===== src/rtl/ctrl_fsm_if.sv =====
// ctrl_fsm_if: bundle of the control unit's bus and datapath-control signals.
//   Memory side : instr, mem_ready (in to controller), mem_req, mem_we (out)
//   ALU side    : zero, neg (in), alu_op, alu_src_b (out)
//   Datapath    : ir_we, pc_inc, pc_load, reg_we, wb_sel (out)
//   Status      : halted, trap, state (out)
// master = the controller, slave = datapath/memory side.
interface ctrl_fsm_if;
    logic [15:0] instr;
    logic        mem_ready;
    logic        zero;
    logic        neg;
    logic [3:0]  alu_op;
    logic [1:0]  alu_src_b;
    logic        ir_we;
    logic        pc_inc;
    logic        pc_load;
    logic        reg_we;
    logic        wb_sel;
    logic        mem_req;
    logic        mem_we;
    logic        halted;
    logic        trap;
    logic [2:0]  state;

    modport master (
        input  instr, mem_ready, zero, neg,
        output alu_op, alu_src_b, ir_we, pc_inc, pc_load, reg_we, wb_sel,
               mem_req, mem_we, halted, trap, state
    );

    modport slave (
        output instr, mem_ready, zero, neg,
        input  alu_op, alu_src_b, ir_we, pc_inc, pc_load, reg_we, wb_sel,
               mem_req, mem_we, halted, trap, state
    );
endinterface


===== src/rtl/ctrl_fsm.sv =====
// ctrl_fsm: multi-cycle control unit of the 16-bit core.
// Sequences FETCH/DECODE/EXEC/MEM/WB over a ready-handshaked memory bus and
// drives ALU opcode, operand select, datapath write enables and mux selects.
// Ports:
//   clk   - rising-edge clock
//   rst_n - synchronous active-low reset
//   bus   - ctrl_fsm_if.master (instr/mem_ready/zero/neg in, all controls out)
// Outputs are combinational from the state register, the latched opcode and
// mem_ready; write strobes are additionally gated by rst_n so a reset
// asserted mid-transaction silences the bus in the same cycle.
module ctrl_fsm (
    input  logic          clk,
    input  logic          rst_n,
    ctrl_fsm_if.master    bus
);

    typedef enum logic [2:0] {
        FETCH  = 3'd0,
        DECODE = 3'd1,
        EXEC   = 3'd2,
        MEM    = 3'd3,
        WB     = 3'd4,
        HALT   = 3'd5,
        TRAP   = 3'd6
    } state_t;

    localparam logic [3:0] OP_LUI  = 4'h5;
    localparam logic [3:0] OP_ADDI = 4'h6;
    localparam logic [3:0] OP_LW   = 4'h7;
    localparam logic [3:0] OP_SW   = 4'h8;
    localparam logic [3:0] OP_BEQ  = 4'h9;
    localparam logic [3:0] OP_BLT  = 4'hA;
    localparam logic [3:0] OP_JMP  = 4'hB;
    localparam logic [3:0] OP_HALT = 4'hF;

    state_t     state_r;
    logic [3:0] op_r;

    // ALU opcode for the latched instruction (EXEC and the held WB value).
    function automatic logic [3:0] alu_op_of(input logic [3:0] op);
        logic [3:0] res;
        case (op)
            4'h0, 4'h1, 4'h2, 4'h3, 4'h4: res = op;
            OP_LUI:                       res = 4'd5;
            OP_BEQ, OP_BLT:               res = 4'd1;
            default:                      res = 4'd0;
        endcase
        return res;
    endfunction

    // ALU B operand select for the latched instruction.
    function automatic logic [1:0] src_b_of(input logic [3:0] op);
        logic [1:0] res;
        case (op)
            OP_LUI:                res = 2'd2;
            OP_ADDI, OP_LW, OP_SW: res = 2'd1;
            default:               res = 2'd0;
        endcase
        return res;
    endfunction

    logic ir_we_s, pc_inc_s, pc_load_s, reg_we_s, mem_req_s, mem_we_s;
    logic wb_sel_s, halted_s, trap_s;
    logic [3:0] alu_op_s;
    logic [1:0] alu_src_b_s;

    // State register and opcode latch; the latch loads only on the fetch handshake.
    always_ff @(posedge clk) begin
        if (!rst_n) begin
            state_r <= FETCH;
            op_r    <= 4'd0;
        end else begin
            case (state_r)
                FETCH: begin
                    if (bus.mem_ready) begin
                        op_r    <= bus.instr[15:12];
                        state_r <= DECODE;
                    end else begin
                        state_r <= FETCH;
                    end
                end
                DECODE: begin
                    case (op_r)
                        OP_JMP:             state_r <= FETCH;
                        OP_HALT:            state_r <= HALT;
                        4'hC, 4'hD, 4'hE:   state_r <= TRAP;
                        default:            state_r <= EXEC;
                    endcase
                end
                EXEC: begin
                    if (op_r == OP_BEQ || op_r == OP_BLT) begin
                        state_r <= FETCH;
                    end else if (op_r == OP_LW || op_r == OP_SW) begin
                        state_r <= MEM;
                    end else begin
                        state_r <= WB;
                    end
                end
                MEM: begin
                    if (bus.mem_ready) begin
                        state_r <= (op_r == OP_SW) ? FETCH : WB;
                    end else begin
                        state_r <= MEM;
                    end
                end
                WB:      state_r <= FETCH;
                HALT:    state_r <= HALT;
                TRAP:    state_r <= TRAP;
                default: state_r <= FETCH;
            endcase
        end
    end

    // Output decode from state, latched opcode and mem_ready.
    always_comb begin
        ir_we_s     = 1'b0;
        pc_inc_s    = 1'b0;
        pc_load_s   = 1'b0;
        reg_we_s    = 1'b0;
        mem_req_s   = 1'b0;
        mem_we_s    = 1'b0;
        wb_sel_s    = 1'b0;
        halted_s    = 1'b0;
        trap_s      = 1'b0;
        alu_op_s    = 4'd0;
        alu_src_b_s = 2'd0;
        case (state_r)
            FETCH: begin
                mem_req_s = 1'b1;
                ir_we_s   = bus.mem_ready;
                pc_inc_s  = bus.mem_ready;
            end
            DECODE: begin
                pc_load_s = (op_r == OP_JMP);
            end
            EXEC: begin
                alu_op_s    = alu_op_of(op_r);
                alu_src_b_s = src_b_of(op_r);
                if (op_r == OP_BEQ) begin
                    pc_load_s = bus.zero;
                end else if (op_r == OP_BLT) begin
                    pc_load_s = bus.neg;
                end else begin
                    pc_load_s = 1'b0;
                end
            end
            MEM: begin
                // Address (rs + imm6) kept on the ALU for the whole wait.
                mem_req_s   = 1'b1;
                mem_we_s    = (op_r == OP_SW);
                alu_op_s    = 4'd0;
                alu_src_b_s = 2'd1;
            end
            WB: begin
                reg_we_s    = 1'b1;
                wb_sel_s    = (op_r == OP_LW);
                alu_op_s    = alu_op_of(op_r);
                alu_src_b_s = src_b_of(op_r);
            end
            HALT:    halted_s = 1'b1;
            TRAP:    trap_s   = 1'b1;
            default: ;
        endcase
    end

    assign bus.ir_we     = ir_we_s   & rst_n;
    assign bus.pc_inc    = pc_inc_s  & rst_n;
    assign bus.pc_load   = pc_load_s & rst_n;
    assign bus.reg_we    = reg_we_s  & rst_n;
    assign bus.mem_req   = mem_req_s & rst_n;
    assign bus.mem_we    = mem_we_s  & rst_n;
    assign bus.wb_sel    = wb_sel_s;
    assign bus.halted    = halted_s;
    assign bus.trap      = trap_s;
    assign bus.alu_op    = alu_op_s;
    assign bus.alu_src_b = alu_src_b_s;
    assign bus.state     = state_r;

endmodule


===== src/flat_wrapper.sv =====
// flat-port wrapper written by rule: the top's interface ports become plain ports
module ctrl_fsm_flat 
  (clk, rst_n, bus_instr, bus_mem_ready, bus_zero, bus_neg, bus_alu_op, bus_alu_src_b, bus_ir_we, bus_pc_inc, bus_pc_load, bus_reg_we, bus_wb_sel, bus_mem_req, bus_mem_we, bus_halted, bus_trap, bus_state);
  ctrl_fsm_if bus_i ();
  input  logic clk;
  input  logic rst_n;
  input wire logic [$bits(bus_i.instr)-1:0] bus_instr;
  input wire logic [$bits(bus_i.mem_ready)-1:0] bus_mem_ready;
  input wire logic [$bits(bus_i.zero)-1:0] bus_zero;
  input wire logic [$bits(bus_i.neg)-1:0] bus_neg;
  output wire logic [$bits(bus_i.alu_op)-1:0] bus_alu_op;
  output wire logic [$bits(bus_i.alu_src_b)-1:0] bus_alu_src_b;
  output wire logic [$bits(bus_i.ir_we)-1:0] bus_ir_we;
  output wire logic [$bits(bus_i.pc_inc)-1:0] bus_pc_inc;
  output wire logic [$bits(bus_i.pc_load)-1:0] bus_pc_load;
  output wire logic [$bits(bus_i.reg_we)-1:0] bus_reg_we;
  output wire logic [$bits(bus_i.wb_sel)-1:0] bus_wb_sel;
  output wire logic [$bits(bus_i.mem_req)-1:0] bus_mem_req;
  output wire logic [$bits(bus_i.mem_we)-1:0] bus_mem_we;
  output wire logic [$bits(bus_i.halted)-1:0] bus_halted;
  output wire logic [$bits(bus_i.trap)-1:0] bus_trap;
  output wire logic [$bits(bus_i.state)-1:0] bus_state;
  assign bus_i.instr = bus_instr;
  assign bus_i.mem_ready = bus_mem_ready;
  assign bus_i.zero = bus_zero;
  assign bus_i.neg = bus_neg;
  assign bus_alu_op = bus_i.alu_op;
  assign bus_alu_src_b = bus_i.alu_src_b;
  assign bus_ir_we = bus_i.ir_we;
  assign bus_pc_inc = bus_i.pc_inc;
  assign bus_pc_load = bus_i.pc_load;
  assign bus_reg_we = bus_i.reg_we;
  assign bus_wb_sel = bus_i.wb_sel;
  assign bus_mem_req = bus_i.mem_req;
  assign bus_mem_we = bus_i.mem_we;
  assign bus_halted = bus_i.halted;
  assign bus_trap = bus_i.trap;
  assign bus_state = bus_i.state;
  ctrl_fsm u_core (.clk(clk), .rst_n(rst_n), .bus(bus_i));
endmodule

===== config.mk =====
export PLATFORM = sky130hd
export DESIGN_NAME = ctrl_fsm_flat
export DESIGN_NICKNAME = d
export VERILOG_FILES = /design/src/rtl/ctrl_fsm_if.sv /design/src/rtl/ctrl_fsm.sv /design/src/flat_wrapper.sv
export SDC_FILE = /design/constraint.sdc
export NUM_CORES = 1
export LEC_CHECK = 0
export ABC_CLOCK_PERIOD_IN_PS = 1760
export BUFFER_PORTS_ARGS = -buffer_cell sky130_fd_sc_hd__clkbuf_2
export CORE_ASPECT_RATIO = 0.9
export CORE_MARGIN = 2
export CORE_UTILIZATION = 41
export DETAILED_ROUTE_END_ITERATION = 7
export PLACE_DENSITY = 0.86
export RECOVER_POWER = 100
export SLEW_MARGIN = 25
export SYNTH_ARGS = -nofsm -noshare
export SYNTH_HDL_FRONTEND = slang
export SYNTH_SLANG_ARGS = --single-unit

===== constraint.sdc =====
create_clock -name clk -period 1.76 [get_ports clk]
set_input_delay 0.352 -clock clk [delete_from_list [all_inputs] [get_ports clk]]
set_output_delay 0.352 -clock clk [all_outputs]
set_load 0.01 [all_outputs]

==> flow_metrics.py, run 1 <==
metrics = {
    "route": {
        "vias_per_cell": 5.50,
        "ant_nets": 0,
        "postRouteWirelength_mm": 1.68,
        "vias": 709,
        "drc": 0,
        "dr.pass1.iters": 5,
        "drt_first_iter_violations": 25,
        "drt-wirelength-per-cell_um": 13.0,
    },
    "outcome": {
        "failed_checks": "negative setup slack",
        "status": "finished with violations",
    },
    "setup_path": {
        "r2r-start": "u_core.bus.state[2]$_SDFF_PN0_",
        "cp_data_arrival_time_ns": 1.47,
        "start_kind": "flop",
        "cp-end-kind": "output port",
        "path_max_fanout": 6,
        "timing_worst_setup_path_type": "reg2out",
        "rrSetupSlack_ns": 0.39,
        "worstRegToRegCells": 5,
        "required_ns": 1.41,
        "r2r_end": "u_core.op_r[3]$_SDFFE_PN0P_",
        "endpoint": "bus_alu_src_b[1]",
        "crit_start": "u_core.bus.state[2]$_SDFF_PN0_",
    },
    "clock_tree": {
        "cts_tree": "built",
        "ctsHtreeMaxLevel": 1,
        "clockBufferDepth": 2,
        "cts.sinks": 7,
        "clock_latency_ns": 0.25,
        "postCtsHoldBufs": 0,
        "cts_root_buf": "clkbuf_4",
        "path_clk_slew_ns": 0.05,
        "cts_made_buffers": 3,
    },
    "finish": {
        "stdcell_count": 129,
        "multiInputGateArea_sq_um": 485,
        "fill_cells": 125,
        "diodes": 0,
        "final_common_cell": "clkbuf_2",
        "area_delta_synth_final_pct": 46.9,
        "layout.nets": 136,
        "stdcell_area_sq_um": 941,
        "most-common-layout-cells": "clkbuf_2, buf_4, nor2_1, buf_2, a21oi_1",
        "regArea_sq_um": 158,
        "final_layout_size_suffix_gt1_share_pct": 55.3,
    },
    "die": {
        "ios": 39,
        "row_count": 13,
        "die_w_um": 45.7,
        "core_region_area_sq_um": 1450,
        "fp.dieH_um": 41.5,
        "die_area_sq_um": 1900,
        "start_util_pct": 44.3,
    },
    "synth": {
        "syn_area_sq_um": 641,
        "yosys.cell_types.count": 36,
        "async_flop_share_pct": 0,
        "seq_area_frac_synth_pct": 21.9,
        "ys.flop_type": "dfxtp_1",
        "synth_seq_cells": 7,
        "synth-edff-count": 0,
        "syn_inst": 78,
        "yosysWarningCount": 0,
        "synth_area_per_cell_sq_um": 8.21,
        "syn_nets": 99,
    },
    "flow_run": {
        "cap_violations": 0,
    },
    "placement": {
        "gp_congestion": 0.918,
        "place_ws_ns": 0.153,
        "dp.final_hpwl_mm": 1.29,
        "placed_area_sq_um": 792,
        "numPortBuffers": 25,
        "dp_cells": 120,
    },
    "power_and_ir_drop": {
        "power_density_nw_per_um2": 565,
        "ir_worst_vdd_mv": 0.476,
        "p_comb_share_pct": 37.9,
        "p_sw_share_pct": 31.8,
        "power.internal_w": 0.000363,
        "clkPwrFrac_pct": 26.7,
        "p_sw_w": 0.000169,
        "seq_power_share_pct": 35.4,
        "leakagePower_nw": 0.420,
    },
    "timing": {
        "setup-violations-final": 3,
        "post-route-worst-setup-slack_ns": -0.0655,
        "hold_viol": 0,
        "rsz0062_at_grt": "yes",
        "max_freq_mhz": 548,
        "period_share_pct": 104,
        "drv_slew": 0,
        "period_needed_ns": 1.83,
        "fin_skew_ns": 0.00368,
    },
    "grt": {
        "grt_pass1_vias": 655,
        "grt_overflow_total": 0,
        "grt_pass1_wl_mm": 2.82,
        "grt_antenna_before_repair": 0,
        "grtUsageTotal_pct": 20.0,
        "grt_max_degree": 10,
    },
    "hold_path": {
        "hold_path_startpoint": "bus_instr[14]",
        "min-delay-path-class": "in2reg",
    },
}
==> layout make-up <==
type	instances	share of cell area, %
multi-input cells	61	51.6
repair buffers	40	26.1
flip-flops and latches	7	16.8
clock buffers	4	2.79
well taps	15	1.99
inverters	2	0.798
==> sequential cells by signal, summed over array words and instances (netlist names) <==
signal            flops
u_core.op_r           4
u_core.bus.state      3
==> synthesized netlist by cell type (2+ instances only) <==
| cell | n | area, sq um |
|---|---|---|
| a21oi_1 | 5 | 25.0 |
| a31oi_1 | 2 | 12.5 |
| and2_1 | 4 | 25.0 |
| and2b_1 | 2 | 15.0 |
| buf_2 | 3 | 15.0 |
| buf_4 | 2 | 15.0 |
| buf_6 | 2 | 22.5 |
| dfxtp_1 | 7 | 140 |
| mux2i_1 | 4 | 40.0 |
| nand2_1 | 3 | 11.3 |
| nand2b_1 | 3 | 18.8 |
| nand4b_1 | 3 | 26.3 |
| nor2_1 | 8 | 30.0 |
| nor2b_1 | 4 | 25.0 |
| nor4b_4 | 2 | 47.6 |
| o21ai_0 | 2 | 10.0 |
| o21ai_1 | 2 | 10.0 |
| o22ai_1 | 2 | 12.5 |
==> power groups by stage <==
stage / combinational (W) / sequential, W / clock, W
final: 0.000201 / 0.000188 / 0.000142
after global routing: 0.000220 / 0.000190 / 0.000160
after CTS: 0.000184 / 0.000186 / 0.000148
after detailed placement: 0.000166 / 0.000188 / 0
after global placement: 0.000159 / 0.000187 / 0
after floorplan: 0.000118 / 0.000185 / 0
==> through the flow <==
step	util, %	hold slack [ns]	setup TNS, ns	power [W]
after CTS	60.8	0.334	-0.162	0.000519
after global routing	65.0	0.363	-0.387	0.000570
after floorplan	-	0.499	0	0.000303
final	65.0	0.354	-0.0792	0.000532
after detailed placement	54.7	0.597	0	0.000354
after global placement	54.7	0.586	0	0.000346
==> routing by layer <==
layer  vias to the layer above  routed length [um]  GRT usage, %
li1                        357                   -             -
met1                       328                 743          24.5
met2                        24                 857          33.5
met3                         0                  79          5.22
met4                         0                   0          5.29
met5                         -                   0             0
==> kinds of logic (layout without fill, tap and decap cells) <==
| logic type | after synthesis | in the layout | share of synthesized area, % |
|---|---|---|---|
| other cells | 1 | 1 | 0.585 |
| mux | 4 | 4 | 6.25 |
| buf+inv | 10 | 46 | 11.7 |
| compound gates | 17 | 17 | 15.8 |
| flops | 7 | 7 | 21.9 |
| simple gates | 39 | 39 | 43.8 |
==> worst min-delay path by stage <==
stage                                           endpoint  cells past startpoint
after floorplan              u_core.op_r[0]$_SDFFE_PN0P_                      2
after detailed placement     u_core.op_r[1]$_SDFFE_PN0P_                      3
final                        u_core.op_r[2]$_SDFFE_PN0P_                      3
after global placement    u_core.bus.state[2]$_SDFF_PN0_                      2
after global routing         u_core.op_r[2]$_SDFFE_PN0P_                      3
after CTS                    u_core.op_r[1]$_SDFFE_PN0P_                      3
==> critical path, stage by stage, from the launching register on <==
cell and delay [ns]:
dfxtp_4 0.36, nand2b_4 0.16, a21o_4 0.23, nor4b_4 0.21, and2_1 0.15, buf_2 0.12
==> repair_timing <==
action	4_1_cts	5_1_grt
pin swaps	3	4
resized for setup	10	22
endpoints found under the setup margin	8	11
setup buffers	3	2
(Power assumes the default switching activity.)
==> run 2, diff against run 1 <==
--- a/config.mk
+++ b/config.mk
@@ -11,6 +11,7 @@
 export CORE_MARGIN = 2
 export CORE_UTILIZATION = 41
 export DETAILED_ROUTE_END_ITERATION = 7
+export MAX_ROUTING_LAYER = met4
 export PLACE_DENSITY = 0.86
 export RECOVER_POWER = 100
 export SLEW_MARGIN = 25
==> run 2 against run 1 <==
  * The flow still finishes with violations (negative setup slack)
  * Fmax about the same
  * Power up 0.20%
  * Global-route usage up 0.53 points
  * Routed wire length up 0.18%
  * Sequential cell count unchanged
  * Design area unchanged
  * Worst hold slack worse by 0.0019 ns
  * Clock power about the same
  * Via count up 0.42%
  * Critical endpoint unchanged
==> flow_metrics.py, run 2 (synthesis gave the netlist of run 1 again) <==
metrics = {
    "route": {
        "drc": 0,
        "dr.pass1.iters": 5,
        "vias": 712,
        "ant_nets": 0,
        "vias_per_cell": 5.52,
        "postRouteWirelength_mm": 1.68,
        "drt_first_iter_violations": 23,
        "drt-wirelength-per-cell_um": 13.0,
    },
    "grt": {
        "grt_overflow_total": 0,
        "grt_pass1_wl_mm": 2.82,
        "grtUsageTotal_pct": 20.5,
        "grt_max_degree": 10,
        "grt_pass1_vias": 654,
        "grt_antenna_before_repair": 0,
    },
    "setup_path": {
        "slowest_stage": "dfxtp_4",
        "worst_path_largest_cell_delay_ns": 0.36,
        "critical-path-top-delay-family": "simple AND/OR/NAND/NOR gates",
        "timing_worst_setup_path_type": "reg2out",
        "required_ns": 1.41,
        "start_kind": "flop",
        "crit_buf_inv": 1,
        "path_max_fanout": 6,
        "cp_data_arrival_time_ns": 1.48,
        "cp-end-kind": "output port",
        "crit_chain": "nand2b_4 -> a21o_4 -> nor4b_4 -> and2_1 -> buf_2",
    },
    "die": {
        "row_count": 13,
        "die_w_um": 45.7,
        "core_region_area_sq_um": 1450,
        "die_area_sq_um": 1900,
        "fp.dieH_um": 41.5,
        "start_util_pct": 44.3,
        "ios": 39,
    },
    "power_and_ir_drop": {
        "ir_worst_vdd_mv": 0.476,
        "power_density_nw_per_um2": 566,
        "leakagePower_nw": 0.420,
    },
    "timing": {
        "post-route-worst-setup-slack_ns": -0.0673,
        "drv_slew": 0,
        "max_freq_mhz": 547,
        "setup-violations-final": 3,
        "rsz0062_at_grt": "yes",
        "hold_viol": 0,
        "period_share_pct": 104,
        "fin_skew_ns": 0.00371,
        "period_needed_ns": 1.83,
    },
    "clock_tree": {
        "postCtsHoldBufs": 0,
        "clock_latency_ns": 0.25,
        "clockBufferDepth": 2,
        "cts.sinks": 7,
        "cts_root_buf": "clkbuf_4",
        "cts_tree": "built",
        "path_clk_slew_ns": 0.05,
        "cts_made_buffers": 3,
        "ctsHtreeMaxLevel": 1,
    },
    "finish": {
        "fill_cells": 125,
        "layout.nets": 136,
        "final_layout_size_suffix_gt1_share_pct": 55.3,
        "largest_reg_flops": 4,
        "most-common-layout-cells": "clkbuf_2, buf_4, nor2_1, buf_2, a21oi_1",
        "largest-register": "u_core.op_r",
        "area_delta_synth_final_pct": 46.9,
        "diodes": 0,
        "postLayoutCoreUtil_pct": 65.0,
        "final_common_cell": "clkbuf_2",
    },
    "placement": {
        "numPortBuffers": 25,
        "gp_congestion": 0.934,
        "dp.final_hpwl_mm": 1.29,
        "place_ws_ns": 0.153,
    },
    "flow_run": {
        "cap_violations": 0,
    },
    "hold_path": {
        "min-delay-path-class": "in2reg",
    },
    "outcome": {
        "status": "finished with violations",
        "failed_checks": "negative setup slack",
    },
}
-- run 2: worst paths after layout --
path                                       start  cells past startpoint  slack, ns                        endpoint
setup / recovery  u_core.bus.state[2]$_SDFF_PN0_                      5      -0.07                bus_alu_src_b[1]
setup reg to reg  u_core.bus.state[2]$_SDFF_PN0_                      5       0.39     u_core.op_r[3]$_SDFFE_PN0P_
hold reg to reg   u_core.bus.state[0]$_SDFF_PN0_                      2       0.59  u_core.bus.state[0]$_SDFF_PN0_
hold / removal                     bus_instr[14]                      3       0.35     u_core.op_r[2]$_SDFFE_PN0P_
-- run 2: tightest hold or removal path, stage by stage --
cell and delay, ns:
clkbuf_2 0.08, mux2i_1 0.06, nor2_1 0.07
-- run 2: repair_timing --
action | 4_1_cts | 5_1_grt
setup endpoints to repair | 8 | 11
pin swaps | 3 | 4
gates resized for setup | 10 | 22
buffers inserted | 3 | 2
-- run 2: per-stage QoR --
stage	TNS [ns]	hold WS, ns	instance area [sq um]	power, W	cells
after floorplan	0	0.499	641	0.000303	78
after global placement	0	0.586	792	0.000346	120
after detailed placement	0	0.597	792	0.000354	120
after CTS	-0.162	0.334	881	0.000519	127
after global routing	-0.387	0.363	941	0.000570	129
final	-0.0851	0.352	941	0.000533	129
-- run 2: cell type report --
| cell class | count | area (sq um) | share of cell area [%] |
|---|---|---|---|
| multi-input combinational | 61 | 485 | 51.6 |
| timing repair buffer | 40 | 245 | 26.1 |
| sequential | 7 | 158 | 16.8 |
| clock buffer | 4 | 26.3 | 2.79 |
| tap | 15 | 18.8 | 1.99 |
| inverter | 2 | 7.51 | 0.798 |
-- run 2: power breakdown --
| group | internal, W | leakage [nW] | switching (W) | total, W |
|---|---|---|---|---|
| Combinational | 0.000105 | 0.344 | 0.0000959 | 0.000201 |
| Clock | 0.0000863 | 0.0150 | 0.0000565 | 0.000143 |
| Sequential | 0.000171 | 0.0610 | 0.0000175 | 0.000188 |
| Total | 0.000363 | 0.420 | 0.000170 | 0.000533 |
-- run 2: per-layer routing --
metal | wire [um] | share of wire, % | global-route usage, % | up-vias
met4 | 8 | 0.48 | 5.29 | 0
li1 | - | - | - | 357
met1 | 747 | 44 | 24.5 | 331
met2 | 853 | 51 | 33.5 | 22
met5 | 0 | 0 | - | -
met3 | 74 | 4.4 | 5.22 | 2
==> run 3, diff against run 2 <==
==> constraint.sdc (replaced) <==
create_clock -name clk -period 1.76 [get_ports clk]
set_input_delay 0.352 -clock clk [delete_from_list [all_inputs] [get_ports clk]]
set_output_delay 0.352 -clock clk [all_outputs]
set_load 0.02 [all_outputs]
==> run 3 against run 2 <==
  * The run still ends with negative setup slack left
  * Sequential share of layout area fell by 2.1 points
  * Non-clock buffer count increased by 5
  * Power grew 8.3%
  * Register-to-register slack worse by 0.25 ns
  * Utilization increased by 9.1 points
  * Sequential power is essentially flat
  * Clock skew grew 0.0061 ns
  * Die area is the same
  * Sequential cell count unchanged
  * Setup slack got worse by 0.055 ns
  * Largest cell class unchanged
==> flow_metrics.py, run 3 (synthesis gave the netlist of run 1 again) <==
metrics = {
    "placement": {
        "dp_cells": 120,
        "dp.final_hpwl_mm": 1.22,
        "gp_congestion": 0.862,
        "numPortBuffers": 25,
    },
    "setup_path": {
        "r2r_end": "u_core.op_r[3]$_SDFFE_PN0P_",
        "cp_data_arrival_time_ns": 1.53,
        "rrSetupSlack_ns": 0.14,
        "required_ns": 1.41,
        "crit_start": "u_core.bus.state[2]$_SDFF_PN0_",
        "worstRegToRegCells": 7,
        "cp-end-kind": "output port",
        "path_max_fanout": 5,
        "r2r-start": "u_core.bus.state[1]$_SDFF_PN0_",
        "timing_worst_setup_path_type": "reg2out",
        "start_kind": "flop",
        "endpoint": "bus_alu_src_b[1]",
    },
    "route": {
        "drt_first_iter_violations": 9,
        "vias": 716,
        "ant_nets": 0,
        "drt-wirelength-per-cell_um": 13.6,
        "dr.pass1.iters": 4,
        "vias_per_cell": 5.34,
        "drc": 0,
        "postRouteWirelength_mm": 1.82,
    },
    "timing": {
        "drv_slew": 0,
        "max_freq_mhz": 531,
        "post-route-worst-setup-slack_ns": -0.122,
        "hold_viol": 0,
        "fin_skew_ns": 0.00976,
        "fin_setup_tns_ns": -0.330,
        "period_share_pct": 107,
        "setup-violations-final": 7,
        "period_needed_ns": 1.88,
        "rsz0062_at_grt": "yes",
    },
    "finish": {
        "most-common-layout-cells": "buf_4, clkbuf_2, clkbuf_4, buf_6, nor2_1",
        "largest-register": "u_core.op_r",
        "postLayoutCoreUtil_pct": 74.1,
        "final_layout_size_suffix_gt1_share_pct": 58.0,
        "layout.nets": 141,
        "largest_reg_flops": 4,
        "diodes": 0,
        "area_delta_synth_final_pct": 67.4,
        "stdcell_count": 134,
        "final_common_cell": "buf_4",
    },
    "power_and_ir_drop": {
        "power_density_nw_per_um2": 538,
        "leakagePower_nw": 0.450,
        "ir_worst_vdd_mv": 0.459,
    },
    "clock_tree": {
        "postCtsHoldBufs": 0,
        "cts_made_buffers": 3,
        "cts.sinks": 7,
        "clockBufferDepth": 2,
        "ctsHtreeMaxLevel": 1,
        "cts_tree": "built",
        "path_clk_slew_ns": 0.06,
        "cts_root_buf": "clkbuf_4",
        "clock_latency_ns": 0.25,
    },
    "grt": {
        "grt_overflow_total": 0,
        "grtUsageTotal_pct": 19.9,
        "grt_pass1_vias": 615,
        "grt_max_degree": 10,
        "grt_pass1_wl_mm": 2.80,
        "grt_antenna_before_repair": 0,
    },
    "flow_run": {
        "cap_violations": 0,
    },
    "outcome": {
        "failed_checks": "negative setup slack",
        "status": "finished with violations",
    },
    "die": {
        "die_area_sq_um": 1900,
        "die_w_um": 45.7,
        "ios": 39,
        "start_util_pct": 44.3,
        "fp.dieH_um": 41.5,
        "core_region_area_sq_um": 1450,
        "row_count": 13,
    },
    "hold_path": {
        "min-delay-path-class": "in2reg",
    },
}
==> run 3: cell types whose count changed in the layout (fill, tap and decap cells not counted), moves of 2 or more <==
cell and change:
buf_2 -8, clkbuf_2 -6, buf_6 +5, clkbuf_4 +4, buf_4 +3, buf_8 +3, clkbuf_1 +3, nor2_1 -2
==> run 3: power by group <==
part	internal (W)	total (W)	leakage (nW)	switching [W]
clock network	0.0000867	0.000148	0.0150	0.0000616
logic	0.000125	0.000241	0.374	0.000115
registers	0.000171	0.000188	0.0610	0.0000172
==> run 3: critical path, cell delays in order, from the launching register on <==
cell      delay [ns]
dfxtp_4         0.37
nand2b_4        0.15
a21o_4          0.22
nor4b_4         0.22
and2_2          0.17
clkbuf_4        0.16
==> run 3: timing repair <==
item | CTS | global route
pin swaps | 4 | 6
setup endpoints to repair | 12 | 13
buffers inserted | 8 | 2
cloned | 0 | 0
gates resized for setup | 33 | 26
==> run 3: worst min-delay path by stage <==
stage,to,cells past startpoint,from
after global routing,u_core.op_r[1]$_SDFFE_PN0P_,3,bus_instr[13]
after CTS,u_core.op_r[2]$_SDFFE_PN0P_,3,bus_instr[14]
after detailed placement,u_core.bus.state[2]$_SDFF_PN0_,2,u_core.op_r[3]$_SDFFE_PN0P_
after global placement,u_core.bus.state[2]$_SDFF_PN0_,2,u_core.op_r[3]$_SDFFE_PN0P_
after floorplan,u_core.op_r[0]$_SDFFE_PN0P_,2,bus_instr[12]
final,u_core.op_r[1]$_SDFFE_PN0P_,3,bus_instr[13]
==> run 3: cell type report <==
cell class              instances  area [sq um]
flip-flops and latches          7           158
multi-input cells              61           508
repair buffers                 45           354
well taps                      15          18.8
clock buffers                   4          26.3
fillers                       111           375
inverters                       2          7.51
==> run 3: metrics by stage <==
stage               total power [W]  hold slack [ns]  instance area (sq um)  setup WS (ns)
floorplan                  0.000316            0.499                    648         -0.109
global placement           0.000360            0.553                    800          0.116
detailed placement         0.000366            0.569                    800         0.0898
CTS                        0.000568            0.335                   1000         -0.124
global route               0.000614            0.365                   1070         -0.190
finish                     0.000577            0.344                   1070         -0.122
==> run 3: layer usage <==
metal / wire length [um] / track usage [%] / vias to the layer above
met1: 795 / 27.6 / 339
met5: 0 / - / -
met2: 952 / 29.6 / 19
met3: 69 / 4.78 / 2
met4: 6 / 2.94 / 0
li1: - / - / 356
